### config.mk
export PLATFORM = sky130hd
export DESIGN_NAME = matmul_seq
export DESIGN_NICKNAME = d
export VERILOG_FILES = /design/src/rtl/matmul_seq_pkg.sv /design/src/rtl/mod_counter.sv /design/src/rtl/matmul_seq.sv
export SDC_FILE = /design/constraint.sdc
export NUM_CORES = 1
export LEC_CHECK = 0
export CAP_MARGIN = 20
export CORE_UTILIZATION = 43
export CTS_CLUSTER_DIAMETER = 120
export DETAILED_ROUTE_END_ITERATION = 12
export GPL_ROUTABILITY_DRIVEN = 0
export PLACE_DENSITY = 0.83
export SLEW_MARGIN = 20
export SYNTH_ARGS = -nofsm -noshare
export SYNTH_HDL_FRONTEND = slang
export SYNTH_SLANG_ARGS = --single-unit
### constraint.sdc
create_clock -name clock -period 1.9 [get_ports clock]
set_input_delay 0.38 -clock clock [delete_from_list [all_inputs] [get_ports clock]]
set_output_delay 0.38 -clock clock [all_outputs]
set_load 0.005 [all_outputs]
### src/rtl/matmul_seq_pkg.sv
// Shared types and helpers for the sequential matrix-multiply sequencer.
package matmul_seq_pkg;

  typedef enum logic [1:0] {
    IDLE,
    MAC,
    WRITE,
    DONE
  } state_t;

  function automatic int addr_w(input int x);
    return (x <= 2) ? 1 : $clog2(x);
  endfunction

endpackage

### src/rtl/mod_counter.sv
// Modulo-M up counter with enable, synchronous clear and terminal-count flag.
module mod_counter
  import matmul_seq_pkg::*;
#(
  parameter int M = 4
) (
  input  logic                 clock,
  input  logic                 clear,
  input  logic                 en,
  output logic [addr_w(M)-1:0] count,
  output logic                 tc
);

  localparam int W = addr_w(M);
  localparam logic [W-1:0] LAST = W'(M - 1);

  assign tc = (count == LAST);

  always_ff @(posedge clock) begin
    if (clear)   count <= '0;
    else if (en) count <= tc ? '0 : count + 1'b1;
  end

endmodule

### src/rtl/matmul_seq.sv
// Address/control sequencer for C = A x B: one MAC per inner index,
// then a handshaked write of each C element, row-major.
module matmul_seq
  import matmul_seq_pkg::*;
#(
  parameter int ROWS  = 4,
  parameter int COLS  = 4,
  parameter int INNER = 8
) (
  input  logic                            clock,
  input  logic                            reset,
  input  logic                            start,
  input  logic                            abort,
  output logic [addr_w(ROWS*INNER)-1:0]   a_addr,
  output logic [addr_w(INNER*COLS)-1:0]   b_addr,
  output logic                            mac_en,
  output logic                            acc_clr,
  output logic [addr_w(ROWS*COLS)-1:0]    c_addr,
  output logic                            c_wr,
  input  logic                            c_ready,
  output logic                            busy,
  output logic                            done
);

  localparam int AW = addr_w(ROWS*INNER);
  localparam int BW = addr_w(INNER*COLS);
  localparam int CW = addr_w(ROWS*COLS);
  localparam int IW = addr_w(ROWS);
  localparam int JW = addr_w(COLS);
  localparam int KW = addr_w(INNER);

  state_t state;

  logic [IW-1:0] i;
  logic [JW-1:0] j;
  logic [KW-1:0] k;
  logic i_tc, j_tc, k_tc;
  logic clr, i_en, j_en, k_en;

  // Counters are parked at zero whenever no sequence is in flight.
  assign clr  = reset | abort | (state == IDLE) | (state == DONE);
  assign k_en = (state == MAC);
  assign j_en = (state == WRITE) & c_ready;
  assign i_en = j_en & j_tc;

  mod_counter #(.M(ROWS)) u_i (
    .clock (clock),
    .clear (clr),
    .en    (i_en),
    .count (i),
    .tc    (i_tc)
  );

  mod_counter #(.M(COLS)) u_j (
    .clock (clock),
    .clear (clr),
    .en    (j_en),
    .count (j),
    .tc    (j_tc)
  );

  mod_counter #(.M(INNER)) u_k (
    .clock (clock),
    .clear (clr),
    .en    (k_en),
    .count (k),
    .tc    (k_tc)
  );

  always_ff @(posedge clock) begin
    if (reset)      state <= IDLE;
    else if (abort) state <= IDLE;
    else begin
      unique case (state)
        IDLE:    if (start) state <= MAC;
        MAC:     if (k_tc) state <= WRITE;
        WRITE:   if (c_ready) state <= (i_tc && j_tc) ? DONE : MAC;
        DONE:    state <= IDLE;
        default: state <= IDLE;
      endcase
    end
  end

  assign busy = (state != IDLE);

  always_comb begin
    mac_en  = 1'b0;
    acc_clr = 1'b0;
    a_addr  = '0;
    b_addr  = '0;
    c_wr    = 1'b0;
    c_addr  = '0;
    done    = 1'b0;
    unique case (state)
      MAC: begin
        mac_en  = 1'b1;
        acc_clr = (k == '0);
        a_addr  = AW'(i) * AW'(INNER) + AW'(k);
        b_addr  = BW'(k) * BW'(COLS) + BW'(j);
      end
      WRITE: begin
        c_wr   = 1'b1;
        c_addr = CW'(i) * CW'(COLS) + CW'(j);
      end
      DONE:    done = 1'b1;
      default: ;
    endcase
  end

endmodule

Word level (Yosys, flattened, before mapping). Index checks and enable logic that the tools add are counted.

Bits of input ports: 5. Bits in registers: 9.

Equal/unequal tests: 9. Reductions and logical operators: 6. $add $sub $neg: 6. Bitwise operators: 5. Multiplexer cells: 15.

Operators with widths (number): $mux W2 (6); $mux W5 (2); $eq A2 B2 Y1 const B (4); $pmux W2 S4 (1); $add A5 B2 Y5 (1); $add A5 B3 Y5 (1); $add A2 B1 Y2 const B (2); $add A4 B2 Y4 (1); $mux W1 (4); $mux W4 (1); $ne A2 B2 Y1 const B (2); $add A3 B1 Y3 const B (1); $eq A3 B3 Y1 const B (1); $logic_not A3 Y1 (1); $mux W3 (1); $or A1 B1 Y1 (3); $reduce_and A3 Y1 (1); $and A1 B1 Y1 (2); $eq A2 B1 Y1 const B (1); $logic_not A2 Y1 (1); $ne A2 B1 Y1 const B (1); $reduce_bool A2 Y1 (1); $reduce_or A2 Y1 (1); $logic_and A1 B1 Y1 (1).

Longest topological paths before layout. Gate-level depths: netlist of the first run.

Depth after elaboration: 5. Gate-level depth with buffers: 5.

By module. Synthesis of the first run repeated with hierarchy kept, for this count alone.

Cell total of the unflattened synthesis: 63. Area, all modules: 563.0 um^2.

By module, submodules not included: matmul_seq (times used 1, area each 254.0 um^2, cells each 35); mod_counter (u_i ...) (times used 2, area each 86.3 um^2, cells each 8); mod_counter (u_k) (times used 1, area each 136.4 um^2, cells each 12).

Worst setup path after synthesis of the first run. No wires, ideal clock.

Path kind: reg2out. From: reg state[1]. To: out b_addr[4]. Data required time: 1.520 ns. Cell stages (with the launch flop): 6. Setup slack: 0.450 ns. Arrival time: 1.070 ns. Path through: dfxtp_1 nand2b_2 inv_2 buf_4 and2_1 buf_4.

Longest elaborated chain between the ends: 2.

Ends and longest elaborated chain: start: declaration (line matmul_seq.sv:32) `state_t state;`; start signal: assignment (line matmul_seq.sv:77) `WRITE: if (c_ready) state <= (i_tc && j_tc) ? DONE : MAC;`; $eq A2 B1 Y1 (line matmul_seq.sv:94) `unique case (state)`; $mux W5 (line matmul_seq.sv:94); end: declaration (line matmul_seq.sv:15) `output logic [addr_w(INNER*COLS)-1:0] b_addr,`.

No other way between the ends.

Worst setup path in the final report of the first run.
From: reg state[1]. To: out a_addr[3].

Longest elaborated chain between the ends: 2.

Ends and longest elaborated chain: $eq A2 B1 Y1 (line matmul_seq.sv:94); $mux W5 (line matmul_seq.sv:94); end: declaration (line matmul_seq.sv:14) `output logic [addr_w(ROWS*INNER)-1:0] a_addr,`.

No other way between the ends.

==> impl_metrics.env, run 1 <==
export IMPL_dieArea_um2=1490
export IMPL_grt_pass1_wl_um=2170
export IMPL_placed_cell_area_um2=810
export IMPL_p_comb_share_pct=10.1
export IMPL_dp_hpwl_um=961
export IMPL_skew_ns=0.00237
export IMPL_start_util_pct=49.0
export IMPL_yosysUniqueCellTypes=24
export IMPL_drive_gt1_share_pct=17.3
export IMPL_grt_total_usage_pct=22.3
export IMPL_wl_um=1380
export IMPL_worstSetupPathType="flip-flop to output port"
export IMPL_cts_tree="built"
export IMPL_utilization_pct=76.7
export IMPL_min_path_type="flip-flop to flip-flop"
export IMPL_antenna_left=0
export IMPL_r2r_cells=4
export IMPL_routedWlPerCell_um=12.3
export IMPL_cts_buffer_depth=2
export IMPL_fmax_mhz=542
export IMPL_crit_chain="nand2b_4 > inv_4 > and2_1 > clkdlybuf4s50_1"
export IMPL_rrSetupSlack_ns=0.59
export IMPL_fillCellCount=90
export IMPL_h_tree_depth=1
export IMPL_num_antenna_cells=0
export IMPL_vdd_drop_max_v=0.000268
export IMPL_hold_buffers=0
export IMPL_power_leakage_nw=0.487
export IMPL_worst_path_buf_inv=2
export IMPL_grt_pass1_vias=519
export IMPL_maxSlewHeadroom_pct=77.8
export IMPL_numCtsBuffers=3
export IMPL_crit_path_start_kind="flip-flop"
export IMPL_drc=0
export IMPL_post_drt_via_cell_ratio=5.04
export IMPL_reg2reg_from="u_j.count[0]$_SDFFE_PP0P_"
export IMPL_syn_num_nets=80
export IMPL_cts_sinks=9
export IMPL_rsz0062_at_grt="false"
export IMPL_fp_dieH_um=38.5
export IMPL_hold_viol_final=0
export IMPL_fin_hold_ws_ns=0.485
export IMPL_clk_latency_ns=0.26
export IMPL_cp_startpoint="state[1]$_SDFFE_PP0P_"
export IMPL_setup_viol=0
export IMPL_drt_iter0_drc=5
export IMPL_gr_total_overflow=0
export IMPL_critPathSlowestCell="clkdlybuf4s50_1"
export IMPL_tns_ns=0
export IMPL_worstSetupEndpoint="a_addr[3]"
export IMPL_power_density_nw_per_um2=422
export IMPL_status="finished clean"
export IMPL_routed_via_count=564
export IMPL_synthesis_instances=70
export IMPL_period_share_pct=97.1
export IMPL_core_area_um2=1170
export IMPL_cts_root_buf="clkbuf_4"
export IMPL_dr_pass1_iters=3
export IMPL_avgSynthCellArea_um2=8.20
export IMPL_p_sw_mw=0.0867
export IMPL_fin_area_um2=898
export IMPL_end_kind="output port"
export IMPL_finalMaxSlewViolations=0
export IMPL_period_minus_slack_ns=1.84
export IMPL_synth_top_cells_by_area="dfxtp_1, and2_1, ha_1"
export IMPL_clkTransAtPathRegs_ns=0.06
export IMPL_arrival_ns=1.46
export IMPL_antenna_found_initial=0
export IMPL_drv_cap=0
export IMPL_std_cell_rows=12
export IMPL_fin_nets=109
export IMPL_path_delay_family="buffers and inverters"
export IMPL_tightest_slew_ns=0.334
export IMPL_max_stage_delay_ns=0.49
export IMPL_grt_max_degree=8
export IMPL_port_buffers=23
export IMPL_netlist_area_um2=574
export IMPL_intPower_mw=0.292
export IMPL_synth_seq_cells=9
export IMPL_ioPinCount=24
export IMPL_power_frac_seq_pct=50.6
export IMPL_syn_to_final_growth_pct=56.4
export IMPL_fp_dieW_um=38.5
export IMPL_worst_path_max_fanout=7
export IMPL_synth_top_cell_area_share_pct=31.4
export IMPL_synth_top_cell_by_area="dfxtp_1"
export IMPL_path_depth=4
export IMPL_switching_share_pct=22.9
export IMPL_seq_area_frac_synth_pct=31.4
export IMPL_critical_path_required_ns=1.52
export IMPL_pwr_share_clk_pct=39.3
export IMPL_worstReg2RegEnd="u_i.count[0]$_SDFFE_PP0P_"
export IMPL_synth_warnings=0
power groups by stage:
stage	Clock, mW	Sequential [mW]	Combinational (mW)
2_1_floorplan	0	0.196	0.0151
3_3_place_gp	0	0.196	0.0317
3_5_place_dp	0	0.196	0.0321
4_1_cts	0.155	0.192	0.0384
5_1_grt	0.165	0.192	0.0415
6_report	0.149	0.192	0.0384
worst reg2reg max path, delay by kind of cell, from the launching register on:
kind            cells  cell delay, ns
flops               1            0.38
fa+ha+maj           1            0.21
simple gates        2            0.53
compound gates      1            0.12
worst min path at each step:
| stage | start | endpoint | cells after the start |
|---|---|---|---|
| CTS | u_j.count[1]$_SDFFE_PP0P_ | u_j.count[1]$_SDFFE_PP0P_ | 2 |
| global route | u_j.count[1]$_SDFFE_PP0P_ | u_j.count[1]$_SDFFE_PP0P_ | 2 |
| finish | u_j.count[1]$_SDFFE_PP0P_ | u_j.count[1]$_SDFFE_PP0P_ | 2 |
| floorplan | u_k.count[1]$_SDFFE_PP0N_ | u_k.count[1]$_SDFFE_PP0N_ | 2 |
| detailed placement | u_j.count[1]$_SDFFE_PP0P_ | u_j.count[1]$_SDFFE_PP0P_ | 2 |
| global placement | u_j.count[1]$_SDFFE_PP0P_ | u_j.count[1]$_SDFFE_PP0P_ | 2 |
synthesized netlist by cell type, drive strengths merged:
library cell,n
and2,10
nand3,1
ha,5
buf,5
nand2b,3
nand3b,2
nand4b,1
nand2,7
mux2i,2
dfxtp,9
inv,3
or2,1
nor4,1
a21o,1
nor3b,1
or3,2
o21ai,1
a21oi,7
a21boi,1
nor2,6
nor2b,1
layer usage:
layer | vias up | track usage (%) | wire length, µm
met3 | 5 | 8.72 | 66
met4 | 0 | 10.3 | 23
met5 | - | 0 | 0
met2 | 14 | 37.1 | 713
li1 | 286 | - | -
met1 | 259 | 24.4 | 572
layout by cell type (no fill, tap or decap):
master	instances
a21boi_1	1
a21o_1	1
a21oi_1	7
and2_1	10
buf_4	5
clkbuf_1	1
clkbuf_4	3
clkdlybuf4s50_1	15
clkinvlp_4	1
dfxtp_1	7
dfxtp_2	1
dfxtp_4	1
dlymetal6s2s_1	8
ha_1	5
inv_1	2
inv_4	1
mux2i_1	2
nand2_1	7
nand2b_1	2
nand2b_4	1
nand3_1	1
nand3b_1	2
nand4b_1	1
nor2_1	6
nor2b_4	1
nor3b_1	1
nor4_2	1
o21ai_2	1
or2_2	1
or3_1	2
flip-flops by register name, indices dropped and copies added, names as in the netlist:
register,cells
u_k.count,3
u_j.count,2
state,2
u_i.count,2
logic make-up after synthesis:
kind of cell	count (synthesis)	synth area share, %
mux	2	3.49
buf+inv	8	8.06
flops	9	31.4
fa+ha+maj	5	10.9
simple gates	36	35.9
compound gates	10	10.2
area by class of cell:
type / count / area (µm²) / share of cell area, %
multi-input cells: 53 / 360 / 40.1
well taps: 14 / 17.5 / 1.95
repair buffers: 28 / 288 / 32.0
inverters: 3 / 13.8 / 1.53
repair inverters: 1 / 7.51 / 0.836
clock buffers: 4 / 26.3 / 2.92
flip-flops and latches: 9 / 185 / 20.6
stage by stage:
stage	total power [mW]	instances	worst slack (ns)
2_1_floorplan	0.211	70	0.450
3_3_place_gp	0.228	105	0.156
3_5_place_dp	0.228	105	0.121
4_1_cts	0.385	112	0.00185
5_1_grt	0.398	112	0.00453
6_report	0.379	112	0.0558
what timing repair did:
item                                   in CTS  in global routing
setup endpoints to repair                  11                  8
gates cloned                                1                  0
pin swaps                                   0                  0
setup buffers                               2                  0
endpoints found under the hold margin       0                  0
resized for setup                           7                  8
Note: power is estimated with default switching activity, not from simulation.
==> run 2, diff against run 1 <==
- ABC_CLOCK_PERIOD_IN_PS: default -> 1900
==> results of run 2 <==
Same layout as run 1: the final DEF is identical, and so are final timing and power.
